--- src/rtl/fft_bitrev_loader_if.sv ---
`default_nettype none
// ---------------------------------------------------------------------------
// fft_bitrev_loader_if: sample-in / operand-pair-out stream bundle  (rev 1.0)
// ---------------------------------------------------------------------------
interface fft_bitrev_loader_if #(
   parameter int NBITS = 16,
   parameter int LOG2N = 4
);
   logic                    in_valid;
   logic                    in_ready;
   logic signed [NBITS-1:0] in_re;
   logic signed [NBITS-1:0] in_im;

   logic                    out_valid;
   logic                    out_ready;
   logic signed [NBITS-1:0] out_ar;
   logic signed [NBITS-1:0] out_ai;
   logic signed [NBITS-1:0] out_br;
   logic signed [NBITS-1:0] out_bi;
   logic [LOG2N-2:0]        out_idx;
   logic                    out_last;

   modport slave (
      input  in_valid, in_re, in_im, out_ready,
      output in_ready, out_valid, out_ar, out_ai, out_br, out_bi, out_idx, out_last
   );

   modport master (
      output in_valid, in_re, in_im, out_ready,
      input  in_ready, out_valid, out_ar, out_ai, out_br, out_bi, out_idx, out_last
   );
endinterface
`default_nettype wire

--- src/rtl/fft_bitrev_loader.sv ---
`default_nettype none
// ---------------------------------------------------------------------------
// fft_bitrev_loader: ping-pong frame buffer emitting bit-reversed operand pairs
// revision 1.0
// ---------------------------------------------------------------------------
module fft_bitrev_loader #(
   parameter int NBITS = 16,
   parameter int LOG2N = 4
) (
   input  logic               clk,
   input  logic               rst_n,
   fft_bitrev_loader_if.slave bus
);
   localparam int N  = 1 << LOG2N;
   localparam int W  = 2 * NBITS;
   localparam int CW = LOG2N - 1;
   localparam logic [LOG2N-1:0] WR_LAST = LOG2N'(N - 1);
   localparam logic [CW-1:0]    RD_LAST = CW'(N / 2 - 1);

   typedef enum logic {
      FREE = 1'b0,
      FULL = 1'b1
   } bank_state_t;

   bank_state_t      bank_st    [2];
   bank_state_t      bank_st_nx [2];
   logic             wr_bank, wr_bank_nx;
   logic             rd_bank, rd_bank_nx;
   logic [LOG2N-1:0] wr_cnt, wr_cnt_nx;
   logic [CW-1:0]    rd_cnt, rd_cnt_nx;

   logic [W-1:0]     mem [2*N];

   logic                    ov;
   logic signed [NBITS-1:0] ar, ai, br, bi;
   logic [CW-1:0]           idx;
   logic                    last;

   logic             in_ready;
   logic             wr_fire;
   logic             load;
   logic             rd_avail;
   logic             rd_fire;
   logic [LOG2N-1:0] a_addr, b_addr;
   logic [W-1:0]     a_word, b_word;

   function automatic logic [LOG2N-1:0] bitrev(input logic [LOG2N-1:0] v);
      logic [LOG2N-1:0] r;
      for (int i = 0; i < LOG2N; i++) begin
         r[i] = v[LOG2N-1-i];
      end
      return r;
   endfunction

   // Ready depends only on registered bank state, never on the handshakes.
   assign in_ready = (bank_st[wr_bank] == FREE);
   assign wr_fire  = bus.in_valid && in_ready;
   assign load     = !ov || bus.out_ready;
   assign rd_avail = (bank_st[rd_bank] == FULL);
   assign rd_fire  = load && rd_avail;

   assign a_addr = bitrev({rd_cnt, 1'b0});
   assign b_addr = bitrev({rd_cnt, 1'b1});
   assign a_word = mem[{rd_bank, a_addr}];
   assign b_word = mem[{rd_bank, b_addr}];

   always_comb begin
      bank_st_nx[0] = bank_st[0];
      bank_st_nx[1] = bank_st[1];
      wr_bank_nx    = wr_bank;
      rd_bank_nx    = rd_bank;
      wr_cnt_nx     = wr_cnt;
      rd_cnt_nx     = rd_cnt;

      if (wr_fire) begin
         if (wr_cnt == WR_LAST) begin
            wr_cnt_nx           = '0;
            bank_st_nx[wr_bank] = FULL;
            wr_bank_nx          = ~wr_bank;
         end else begin
            wr_cnt_nx = wr_cnt + LOG2N'(1);
         end
      end

      // The reader only ever touches a FULL bank and the writer a FREE one,
      // so both updates can land on the same edge without conflict.
      if (rd_fire) begin
         if (rd_cnt == RD_LAST) begin
            rd_cnt_nx           = '0;
            bank_st_nx[rd_bank] = FREE;
            rd_bank_nx          = ~rd_bank;
         end else begin
            rd_cnt_nx = rd_cnt + CW'(1);
         end
      end
   end

   always_ff @(posedge clk or negedge rst_n) begin
      if (!rst_n) begin
         bank_st[0] <= FREE;
         bank_st[1] <= FREE;
         wr_bank    <= 1'b0;
         rd_bank    <= 1'b0;
         wr_cnt     <= '0;
         rd_cnt     <= '0;
      end else begin
         bank_st[0] <= bank_st_nx[0];
         bank_st[1] <= bank_st_nx[1];
         wr_bank    <= wr_bank_nx;
         rd_bank    <= rd_bank_nx;
         wr_cnt     <= wr_cnt_nx;
         rd_cnt     <= rd_cnt_nx;
      end
   end

   always_ff @(posedge clk) begin
      if (wr_fire) begin
         mem[{wr_bank, wr_cnt}] <= {bus.in_re, bus.in_im};
      end
   end

   always_ff @(posedge clk or negedge rst_n) begin
      if (!rst_n) begin
         ov   <= 1'b0;
         ar   <= '0;
         ai   <= '0;
         br   <= '0;
         bi   <= '0;
         idx  <= '0;
         last <= 1'b0;
      end else if (load) begin
         if (rd_avail) begin
            ov   <= 1'b1;
            ar   <= a_word[W-1:NBITS];
            ai   <= a_word[NBITS-1:0];
            br   <= b_word[W-1:NBITS];
            bi   <= b_word[NBITS-1:0];
            idx  <= rd_cnt;
            last <= (rd_cnt == RD_LAST);
         end else begin
            ov <= 1'b0;
         end
      end
   end

   assign bus.in_ready  = in_ready;
   assign bus.out_valid = ov;
   assign bus.out_ar    = ar;
   assign bus.out_ai    = ai;
   assign bus.out_br    = br;
   assign bus.out_bi    = bi;
   assign bus.out_idx   = idx;
   assign bus.out_last  = last;
endmodule
`default_nettype wire

--- src/flat_wrapper.sv ---
// flat-port wrapper written by rule: the top's interface ports become plain ports
module fft_bitrev_loader_flat 
#(
   parameter int NBITS = 16,
   parameter int LOG2N = 4
)
  (clk, rst_n, bus_in_valid, bus_in_re, bus_in_im, bus_out_ready, bus_in_ready, bus_out_valid, bus_out_ar, bus_out_ai, bus_out_br, bus_out_bi, bus_out_idx, bus_out_last);
  fft_bitrev_loader_if #(.NBITS(NBITS), .LOG2N(LOG2N)) bus_i ();
  input  logic clk;
  input  logic rst_n;
  input wire logic [$bits(bus_i.in_valid)-1:0] bus_in_valid;
  input wire logic [$bits(bus_i.in_re)-1:0] bus_in_re;
  input wire logic [$bits(bus_i.in_im)-1:0] bus_in_im;
  input wire logic [$bits(bus_i.out_ready)-1:0] bus_out_ready;
  output wire logic [$bits(bus_i.in_ready)-1:0] bus_in_ready;
  output wire logic [$bits(bus_i.out_valid)-1:0] bus_out_valid;
  output wire logic [$bits(bus_i.out_ar)-1:0] bus_out_ar;
  output wire logic [$bits(bus_i.out_ai)-1:0] bus_out_ai;
  output wire logic [$bits(bus_i.out_br)-1:0] bus_out_br;
  output wire logic [$bits(bus_i.out_bi)-1:0] bus_out_bi;
  output wire logic [$bits(bus_i.out_idx)-1:0] bus_out_idx;
  output wire logic [$bits(bus_i.out_last)-1:0] bus_out_last;
  assign bus_i.in_valid = bus_in_valid;
  assign bus_i.in_re = bus_in_re;
  assign bus_i.in_im = bus_in_im;
  assign bus_i.out_ready = bus_out_ready;
  assign bus_in_ready = bus_i.in_ready;
  assign bus_out_valid = bus_i.out_valid;
  assign bus_out_ar = bus_i.out_ar;
  assign bus_out_ai = bus_i.out_ai;
  assign bus_out_br = bus_i.out_br;
  assign bus_out_bi = bus_i.out_bi;
  assign bus_out_idx = bus_i.out_idx;
  assign bus_out_last = bus_i.out_last;
  fft_bitrev_loader #(.NBITS(NBITS), .LOG2N(LOG2N)) u_core (.clk(clk), .rst_n(rst_n), .bus(bus_i));
endmodule
--- config.mk ---
export PLATFORM = sky130hd
export DESIGN_NAME = fft_bitrev_loader_flat
export DESIGN_NICKNAME = d
export VERILOG_FILES = /design/src/rtl/fft_bitrev_loader_if.sv /design/src/rtl/fft_bitrev_loader.sv /design/src/flat_wrapper.sv
export SDC_FILE = /design/constraint.sdc
export NUM_CORES = 1
export LEC_CHECK = 0
export BUFFER_PORTS_ARGS = -buffer_cell sky130_fd_sc_hd__clkbuf_2
export CELL_PAD_IN_SITES_DETAIL_PLACEMENT = 0
export CELL_PAD_IN_SITES_GLOBAL_PLACEMENT = 2
export CORE_UTILIZATION = 50
export DETAILED_ROUTE_END_ITERATION = 7
export PLACE_DENSITY_LB_ADDON = 0.1
export SYNTH_ARGS = -nofsm -noshare
export SYNTH_HDL_FRONTEND = slang
export SYNTH_SLANG_ARGS = --single-unit
--- constraint.sdc ---
create_clock -name clk -period 6.6 [get_ports clk]
set_clock_uncertainty 0.2 [all_clocks]
set_input_delay 0.66 -clock clk [delete_from_list [all_inputs] [get_ports clk]]
set_output_delay 0.66 -clock clk [all_outputs]
set_load 0.01 [all_outputs]
# Word-level counts from Yosys, hierarchy flattened
# Memories as Yosys holds them, arrays and structs flattened. A register that Yosys moved wholly into a read port is not among the register bits.
# Cells that the tools add are included.
totals:
  reg_bits: 16
  ramBits: 1024
  input_bits: 36
  out_inout_bits: 70
  word_cells: 56
  mem_count: 1
memory_table:
  columns: ["memory", "words", "width", "rd", "rd_ports_with_merged_regs", "write_ports", "line_no", "text"]
  rows:
  - ["u_core.mem", 32, 32, 2, 2, 1, "fft_bitrev_loader.sv:32", "logic [W-1:0] mem [2*N];"]
op_classes:
  addsub: 2
  order_cmp: 4
  n_eq_ne: 2
  n_mux: 19
  bitwise: 8
  n_reduce_logical: 11
ops:
  columns: ["operator", "count"]
  rows:
  - ["two-way mux 1 bit", 11]
  - ["two-way mux 2 bit", 4]
  - ["AND reduction 2 bit", 3]
  - ["adder 4 x 1 -> 4 bit (second input constant)", 1]
  - ["equality test 4 bit (second input constant)", 1]
  - [">= comparator 2 bit (second input constant)", 2]
  - ["logical AND 1 bit", 4]
  - ["less-than comparator 2 x 1 -> 1 bit (second input constant)", 2]
  - ["two-way mux 4 bit", 1]
  - ["NOT 1 -> 2 bit", 2]
  - ["adder 3 x 1 -> 3 bit (second input constant)", 1]
  - ["equality test 3 bit (second input constant)", 1]
  - ["zero test 1 bit", 3]
  - ["two-way mux 3 bit", 1]
  - ["NOT 1 bit", 3]
  - ["AND 2 bit", 1]
  - ["demux 1 bit (select 1 bit)", 2]
  - ["NOT 2 bit", 1]
  - ["OR 2 bit", 1]
  - ["logical OR 1 bit", 1]

# Depth between registers and ports, before layout
# Gate-level depths: netlist (run 1).
depth:
  word_depth: 11
  mapped_depth: 6
  mapped_depth_nobuf: 4

# Worst setup path after synthesis (run 1)
# OpenSTA, ideal clock, no wires.
synth_timing:
  path_kind: "input port to flip-flop"
  startpoint: "in bus_in_valid"
  endpoint: "mem u_core.mem[15][0] in the netlist's numbering, enable pin"
  setup_time_ns: 0.505
  t_arrival_ns: 4.221
  required_time_ns: 5.895
  path_slack_ns: 1.674
  cell_stages: 3
  cell_sequence: "clkbuf_1 -> inv_1 -> nor4_1"
synth_via:
  elab_chain_cells: 3
synth_rtl:
  columns: ["item", "line_no", "text"]
  rows:
  - ["start: declaration", "flat_wrapper.sv:11", "input wire logic [$bits(bus_i.in_valid)-1:0] bus_in_valid;"]
  - ["logical AND 1 bit", "fft_bitrev_loader.sv:57", "assign wr_fire = bus.in_valid && in_ready;"]
  - ["two-way mux 1 bit", "fft_bitrev_loader.sv:117", "if (wr_fire) begin"]
  - ["two-way mux 1 bit (implied by the code)", "fft_bitrev_loader.sv:118", "mem[{wr_bank, wr_cnt}] <= {bus.in_re, bus.in_im};"]
  - ["end: declaration", "fft_bitrev_loader.sv:32", null]
# No other way between the ends.

# Worst setup path after layout (run 1)
layout_timing:
  startpoint: "reg u_core.wr_bank"
  endpoint: "mem u_core.mem[26][7] in the netlist's numbering, enable pin"
layout_via:
  elab_chain_cells: 8
layout_rtl:
  columns: ["item", "line_no", "text"]
  rows:
  - ["start: declaration", "fft_bitrev_loader.sv:27", "logic wr_bank, wr_bank_nx;"]
  - ["start signal: assignment", "fft_bitrev_loader.sv:109", "wr_bank <= wr_bank_nx;"]
  - ["NOT 1 -> 2 bit (implied by the code)", "fft_bitrev_loader.sv:56", "assign in_ready = (bank_st[wr_bank] == FREE);"]
  - ["two-way mux 1 bit (implied by the code) (3 in series)", "fft_bitrev_loader.sv:56", null]
  - ["NOT 1 bit", "fft_bitrev_loader.sv:56", null]
  - ["logical AND 1 bit", "fft_bitrev_loader.sv:57", null]
  - ["two-way mux 1 bit", "fft_bitrev_loader.sv:117", null]
  - ["two-way mux 1 bit (implied by the code)", "fft_bitrev_loader.sv:118", null]
# Parallel ways exist; a longest one is shown, timed or not. The select of a mux whose other input is x is not followed.

==> flow_metrics.tcl, run 1 <==
set metrics [dict create \
    slowest_stage "nor2_4" \
    gp_congestion 0.724 \
    cp-startpoint "u_core.wr_bank$_DFFE_PN0P_" \
    core_area_um2 83600 \
    peakVddDrop_uv 432 \
    synth-adder-area-share 0.00178 \
    setup_viol 0 \
    synth_compound_area_frac 0.0412 \
    ys_seq_area_frac 0.777 \
    synth_most_common_cell "edfxtp_1" \
    cts_buffers 112 \
    drt-initial-drc-count 1481 \
    portBuffers 105 \
    critPathMaxFanout 32 \
    drc 0 \
    power_density_nw_per_um2 424 \
    grt_max_degree 110 \
    power_frac_clock 0.297 \
    cts_max_level 3 \
    die_width_um 292 \
    synthSimpleGateAreaFrac 0.00615 \
    clkSlewWorstSetupHoldPaths_ps 60 \
    rsz0062_at_grt "false" \
    antenna_found_initial 0 \
    timing.final.ws_setup_ps 3040 \
    synthArstFlopShare 0.0725 \
    p_int_mw 14.0 \
    nNetsFinal 2008 \
    grt_usage 0.234 \
    syn_inst 1819 \
    leakagePower_nw 15.2 \
    clock_sinks 1104 \
    firstDrtPassIters 7 \
    hold_start "bus_in_valid" \
    power_frac_comb 0.268 \
    yosysWarnings 0 \
    fin_tns_setup_ps 0 \
    area_growth_pct 12.4 \
    syn_area_um2 42100 \
    finalHoldViolations 0 \
    yosys-top-cells-area "edfxtp_1 73%, mux4_2 13%, dfrtp_1 4.8%" \
    die_h_um 292 \
    synth_edf_count 1024 \
    rows 106 \
    ys_ff_latch 1104 \
    synthMuxAreaShare 0.156 \
    cap_violations 0 \
    cp.depth 4 \
    num_io_pins 106 \
    crit_buf_inv 1 \
    rrSetupSlack_ps 3040 \
    power_frac_seq 0.436 \
    hpwlAfterDp_um 50400 \
    cp_data_required_time_ps 6660 \
    post_cts_buffers 0 \
    synth_top_family_by_area "multiplexers" \
    ys_types 35 \
    detail-route-antenna-nets 0 \
    switching_power_mw 6.11 \
    die-area_um2 85400 \
    start_util 0.504 \
    slew_viol_final 0 \
    whs_path_depth 3 \
    endpoint "u_core.mem[26][7]$_DFFE_PP_" \
    r2r_cells 4 \
    register_area_um2 32800 \
    fmax_ghz 0.281 \
    grt_pass1_vias 20328 \
    yosysTopAreaCell "edfxtp_1" \
    post-route-min-period_ps 3560 \
    synth_fp_nets 1861 \
    synth.avg_cell_area_um2 23.2 \
    r2r-start "u_core.wr_bank$_DFFE_PN0P_" \
    vias_per_cell 6.14 \
    synth_top_flop_cell "edfxtp_1" \
    status "finished clean" \
    insertion_delay_ps 660 \
    multi_input_area_um2 8920 \
    routed_wl_um 97800 \
    cts.repair.resized 0 \
    fillers 6158 \
    gr-total-overflow 0 \
    wl_per_cell_um 31.1 \
    rr_endpoint "u_core.mem[26][7]$_DFFE_PP_" \
    period_share 0.540 \
    root_buffer "clkbuf_16" \
    crit_type "flop to flop" \
    worstHoldPathType "input port to flop" \
    cp.arrival_ps 3620 \
    clk_path_buf_depth 3 \
    grt_pass1_wl_um 143000 \
    slew_headroom 0.0994 \
    drive_gt1_frac 0.316 \
    synth-xor-area-share 0.000624 \
    synth.top_cell.area_share 0.730 \
    path_cells "mux2_2 -> inv_2 -> nand3_1 -> nor2_4" \
    tightest_slew_ps 1350 \
    dp_slack_ps 3050 \
    cts_tree "done" \
    cp_top_family "simple AND/OR/NAND/NOR gates" \
    synthTopCellsByCount "1024 x edfxtp_1, 247 x mux4_2, 80 x dfrtp_1, 66 x a21oi_1" \
    slowest_delay_ps 1290 \
    sw_frac_of_total 0.305 \
    vias 19282 \
    end_kind "flop" \
    critPathLaunchType "flop" \
]
## tightest hold or removal path, delay by kind of cell
family / cells / cell delay [ps]
simple gates: 1 / 120
xor+xnor: 1 / 60
buf+inv: 1 / 170
## power groups by stage
stage                     Clock [mW]  Combinational [mW]  Sequential, mW
after CTS                       6.06                5.45            8.76
final                           5.95                5.37            8.74
after global placement             0                5.41            8.88
after global routing            6.32                5.73            8.80
after floorplan                    0                4.10            8.58
after detailed placement           0                5.44            8.89
## registers in the layout, indices dropped and copies added, names as in the netlist, 2 cells and up
name,flops
u_core.bank_st,2
u_core.bus.out_ai,16
u_core.bus.out_ar,16
u_core.bus.out_bi,16
u_core.bus.out_br,16
u_core.bus.out_idx,3
u_core.mem,1024
u_core.rd_cnt,3
u_core.wr_cnt,4
## cell usage in the layout (no fill, tap or decap), drive strengths merged, types with 2 or more instances in the layout
cell	count
nor2	33
a221oi	64
a21oi	66
o41ai	2
buf	40
xnor2	3
mux4	256
nand2b	3
o22ai	64
nand2	5
clkbuf	259
mux2i	64
nand3	6
ha	6
nand3b	4
and2	2
inv	11
clkinv	44
bufinv	5
edfxtp	1024
mux2	10
dfrtp	80
## per-layer routing
| metal | track usage | wire length [µm] |
|---|---|---|
| met3 | 0.0360 | 5260 |
| met1 | 0.351 | 44000 |
| met5 | 0 | 0 |
| met2 | 0.367 | 46900 |
| met4 | 0.0550 | 1630 |
## kinds of logic after synthesis
logic type	count (synthesis)
simple gates	57
flops	1104
xor+xnor	3
compound gates	200
mux	330
buf+inv	119
fa+ha+maj	6
## how the worst min path moves through the flow
| stage | endpoint | slack, ps |
|---|---|---|
| floorplan | u_core.bank_st[0]$_DFF_PN0_ | 160 |
| global placement | u_core.bus.out_idx[1]$_DFFE_PN0N_ | 270 |
| detailed placement | u_core.bus.out_idx[1]$_DFFE_PN0N_ | 280 |
| CTS | u_core.wr_bank$_DFFE_PN0P_ | 160 |
| global route | u_core.wr_bank$_DFFE_PN0P_ | 200 |
| finish | u_core.wr_bank$_DFFE_PN0P_ | 200 |
## final cells by class
cell class              count  share of cell area
multi-input cells         596               0.188
well taps                1080              0.0285
flip-flops and latches   1104               0.692
repair buffers            145              0.0183
clock buffers             155              0.0641
clock inverters            54             0.00832
inverters                   7            0.000555
diodes                      1           0.0000528
## stage by stage
stage	hold slack [ps]	power (mW)	instance area, µm²	instances	util
after floorplan	164	12.7	42100	1819	-
after global placement	271	14.3	43900	2931	0.526
after detailed placement	278	14.3	43900	2931	0.526
after CTS	160	20.3	47400	3141	0.567
after global routing	199	20.9	47400	3141	0.567
final	199	20.1	47400	3142	0.567
## what timing repair did
action                                  4_1_cts  5_1_grt
endpoints found under the setup margin        0        0
hold endpoints to repair                     37        0
hold buffers                                  1        0
(Power assumes the default switching activity.)
==> run 2: changes to the inputs <==
--- a/config.mk
+++ b/config.mk
@@ -5,10 +5,11 @@
 export SDC_FILE = /design/constraint.sdc
 export NUM_CORES = 1
 export LEC_CHECK = 0
+export ABC_AREA = 1
 export BUFFER_PORTS_ARGS = -buffer_cell sky130_fd_sc_hd__clkbuf_2
 export CELL_PAD_IN_SITES_DETAIL_PLACEMENT = 0
 export CELL_PAD_IN_SITES_GLOBAL_PLACEMENT = 2
-export CORE_UTILIZATION = 50
+export CORE_UTILIZATION = 43
 export DETAILED_ROUTE_END_ITERATION = 7
 export PLACE_DENSITY_LB_ADDON = 0.1
 export SYNTH_ARGS = -nofsm -noshare
==> constraint.sdc (replaced) <==
create_clock -name clk -period 3.6 [get_ports clk]
set_clock_uncertainty 0.2 [all_clocks]
set_input_delay 0.36 -clock clk [delete_from_list [all_inputs] [get_ports clk]]
set_output_delay 0.36 -clock clk [all_outputs]
set_load 0.01 [all_outputs]
==> run 2 against run 1 <==
Compared with the run above:
- synthesized cell count increased by 110%
- area after synthesis rose by 5.3%
- die area grew 22%
- critical path type unchanged
- highest routed layer is now met5
==> flow_metrics.tcl, run 2 <==
set metrics [dict create \
    antenna_found_initial 5 \
    wl_per_cell_um 24.0 \
    most-common-layout-cells "1557 x nand2_1, 1024 x edfxtp_1, 773 x nand3_1, 122 x clkbuf_16, 104 x clkbuf_2" \
    post-route-min-period_ps 2780 \
    sw_frac_of_total 0.354 \
    finalHoldViolations 0 \
    leakagePower_nw 18.9 \
    synthArstFlopShare 0.0725 \
    gr-total-overflow 0 \
    place_area_um2 46600 \
    ys_seq_area_frac 0.738 \
    vias 28594 \
    cp_data_required_time_ps 3720 \
    ys_ff_latch 1104 \
    peakVddDrop_uv 661 \
    synthTopCellsByCount "1557 x nand2_1, 1024 x edfxtp_1, 773 x nand3_1, 132 x buf_2, 80 x dfrtp_1" \
    status "finished clean" \
    cap_violations 0 \
    crit_type "flop to flop" \
    cts_max_level 3 \
    die_width_um 323 \
    dp_slack_ps 834 \
    vias_per_cell 5.37 \
    r2r-start "u_core.wr_bank$_DFFE_PN0P_" \
    critPathMaxFanout 32 \
    yosys-top-cells-area "edfxtp_1 69%, nand2_1 13%, nand3_1 8.7%" \
    grt_pass1_wl_um 188000 \
    cts_tree "done" \
    power_frac_comb 0.300 \
    start_util 0.435 \
    area_growth_pct 14.0 \
    slew_headroom 0.335 \
    post_cts_buffers 0 \
    portBuffers 105 \
    clkSlewWorstSetupHoldPaths_ps 60 \
    grt_max_degree 165 \
    synth_fp_nets 3790 \
    grt_usage 0.247 \
    worstHoldPathType "input port to async pin" \
    largest_reg_flops 1024 \
    die_h_um 323 \
    yosysWarnings 0 \
    die-area_um2 104000 \
    detail-route-antenna-nets 0 \
    nNetsFinal 3892 \
    layout_commonest_cell "nand2_1" \
    period_share 0.771 \
    ys_types 25 \
    dpl.cell_count 5094 \
    drc 0 \
    synth.top_cell.area_share 0.693 \
    drt-initial-drc-count 2521 \
    rows 117 \
    num_io_pins 106 \
    p_int_mw 25.7 \
    rsz0062_at_grt "false" \
    cp-startpoint "u_core.wr_bank$_DFFE_PN0P_" \
    hpwlAfterDp_um 71000 \
    syn_area_um2 44400 \
    fillers 9145 \
    power_frac_seq 0.391 \
    power_frac_clock 0.310 \
    switching_power_mw 14.1 \
    power_density_nw_per_um2 786 \
    timing.final.ws_setup_ps 824 \
    insertion_delay_ps 700 \
    fmax_ghz 0.360 \
    tightest_slew_ps 998 \
    clock_sinks 1104 \
    synth_most_common_cell "nand2_1" \
    synth_top_flop_cell "edfxtp_1" \
    drive_gt1_frac 0.110 \
    root_buffer "clkbuf_16" \
    final_cell_area_um2 50600 \
    setup_viol 0 \
    end_kind "flop" \
    synth.avg_cell_area_um2 11.8 \
    routed_wl_um 128000 \
    firstDrtPassIters 7 \
    clk_path_buf_depth 3 \
    gp_congestion 0.762 \
    cts_buffers 119 \
    syn_inst 3748 \
    grt_pass1_vias 28157 \
    fin_tns_setup_ps 0 \
    cp.arrival_ps 2890 \
    slew_viol_final 0 \
    yosysTopAreaCell "edfxtp_1" \
    stdcell_count 5321 \
    core_area_um2 102000 \
    synth_edf_count 1024 \
    critPathLaunchType "flop" \
    max_flop_register "u_core.mem" \
]
run 2: cell types whose count changed in the layout (fill, tap and decap cells not counted), sizes merged, moves of 5 or more:
cell    delta
buf       +62
nand2   +1554
clkbuf     +8
a221oi    -64
mux2      -10
bufinv     +7
a21oi     -62
nor2       +5
o22ai     -64
inv        +5
mux4     -256
mux2i     -64
nand3    +767
o21ai     +11
run 2: cells by family after synthesis:
logic type / Yosys count / synth area share
flip-flops: 1104 / 0.738
XOR/XNOR: 2 / 0.000395
AND/OR/NAND/NOR: 2374 / 0.223
buffers and inverters: 245 / 0.0348
adder cells (fa/ha/maj): 6 / 0.00169
AO/OA/AOI/OAI: 17 / 0.00209
run 2: routing by layer:
metal	share of wire	global-route usage
met4	0.028	0.0735
met1	0.44	0.344
met2	0.47	0.398
met5	0.00015	0
met3	0.056	0.0417
run 2: area by class of cell:
type | instances | area (µm²) | area share
Tap cell | 1368 | 1710 | 0.0338
Clock inverter | 59 | 614 | 0.0121
Timing Repair Buffer | 209 | 1700 | 0.0337
Sequential cell | 1104 | 32800 | 0.648
Antenna cell | 2 | 5.00 | 0.0000990
Clock buffer | 163 | 3360 | 0.0664
Multi-Input combinational cell | 2399 | 10300 | 0.204
Inverter | 17 | 92.6 | 0.00183
run 2: path summary, 6_finish.rpt:
path | endpoint | slack [ps] | cells after the start
max | u_core.mem[21][28]$_DFFE_PP_ | 820 | 7
min | u_core.bus.out_valid$_DFFE_PN0P_ | 60 | 2
max reg2reg | u_core.mem[21][28]$_DFFE_PP_ | 820 | 7
min reg2reg | u_core.bus.out_br[12]$_DFFE_PN0N_ | 280 | 2
max in group asynchronous | u_core.rd_cnt[1]$_DFFE_PN0N_ | 2290 | 3
min in group clk | u_core.mem[4][31]$_DFFE_PP_ | 200 | 1
run 2: repair_timing:
action                                 4_1_cts  5_1_grt
endpoints found under the hold margin       41        0
resized for setup                            0        0
hold buffers                                 3        0
run 2: worst max-delay path, stage by stage (launching register included):
cell	delay, ps
dfrtp_1	470
nand2_1	100
o21a_2	140
nand2_2	90
inv_2	150
nand2_1	510
nor2_4	210
buf_4	520
run 2: power by group through the flow:
stage,Sequential (mW),Clock (mW),Combinational [mW]
2_1_floorplan,15.8,0,7.57
3_3_place_gp,15.8,0,12.0
3_5_place_dp,15.8,0,12.0
4_1_cts,15.5,12.6,12.1
5_1_grt,15.6,13.0,13.2
6_report,15.5,12.3,11.9
run 2: through the flow:
step / power (mW) / utilization / hold slack (ps)
floorplan: 23.3 / - / -136
global placement: 27.8 / 0.456 / 255
detailed placement: 27.8 / 0.456 / 264
CTS: 40.2 / 0.496 / 52.0
global route: 41.9 / 0.496 / 72.3
finish: 39.7 / 0.496 / 62.7
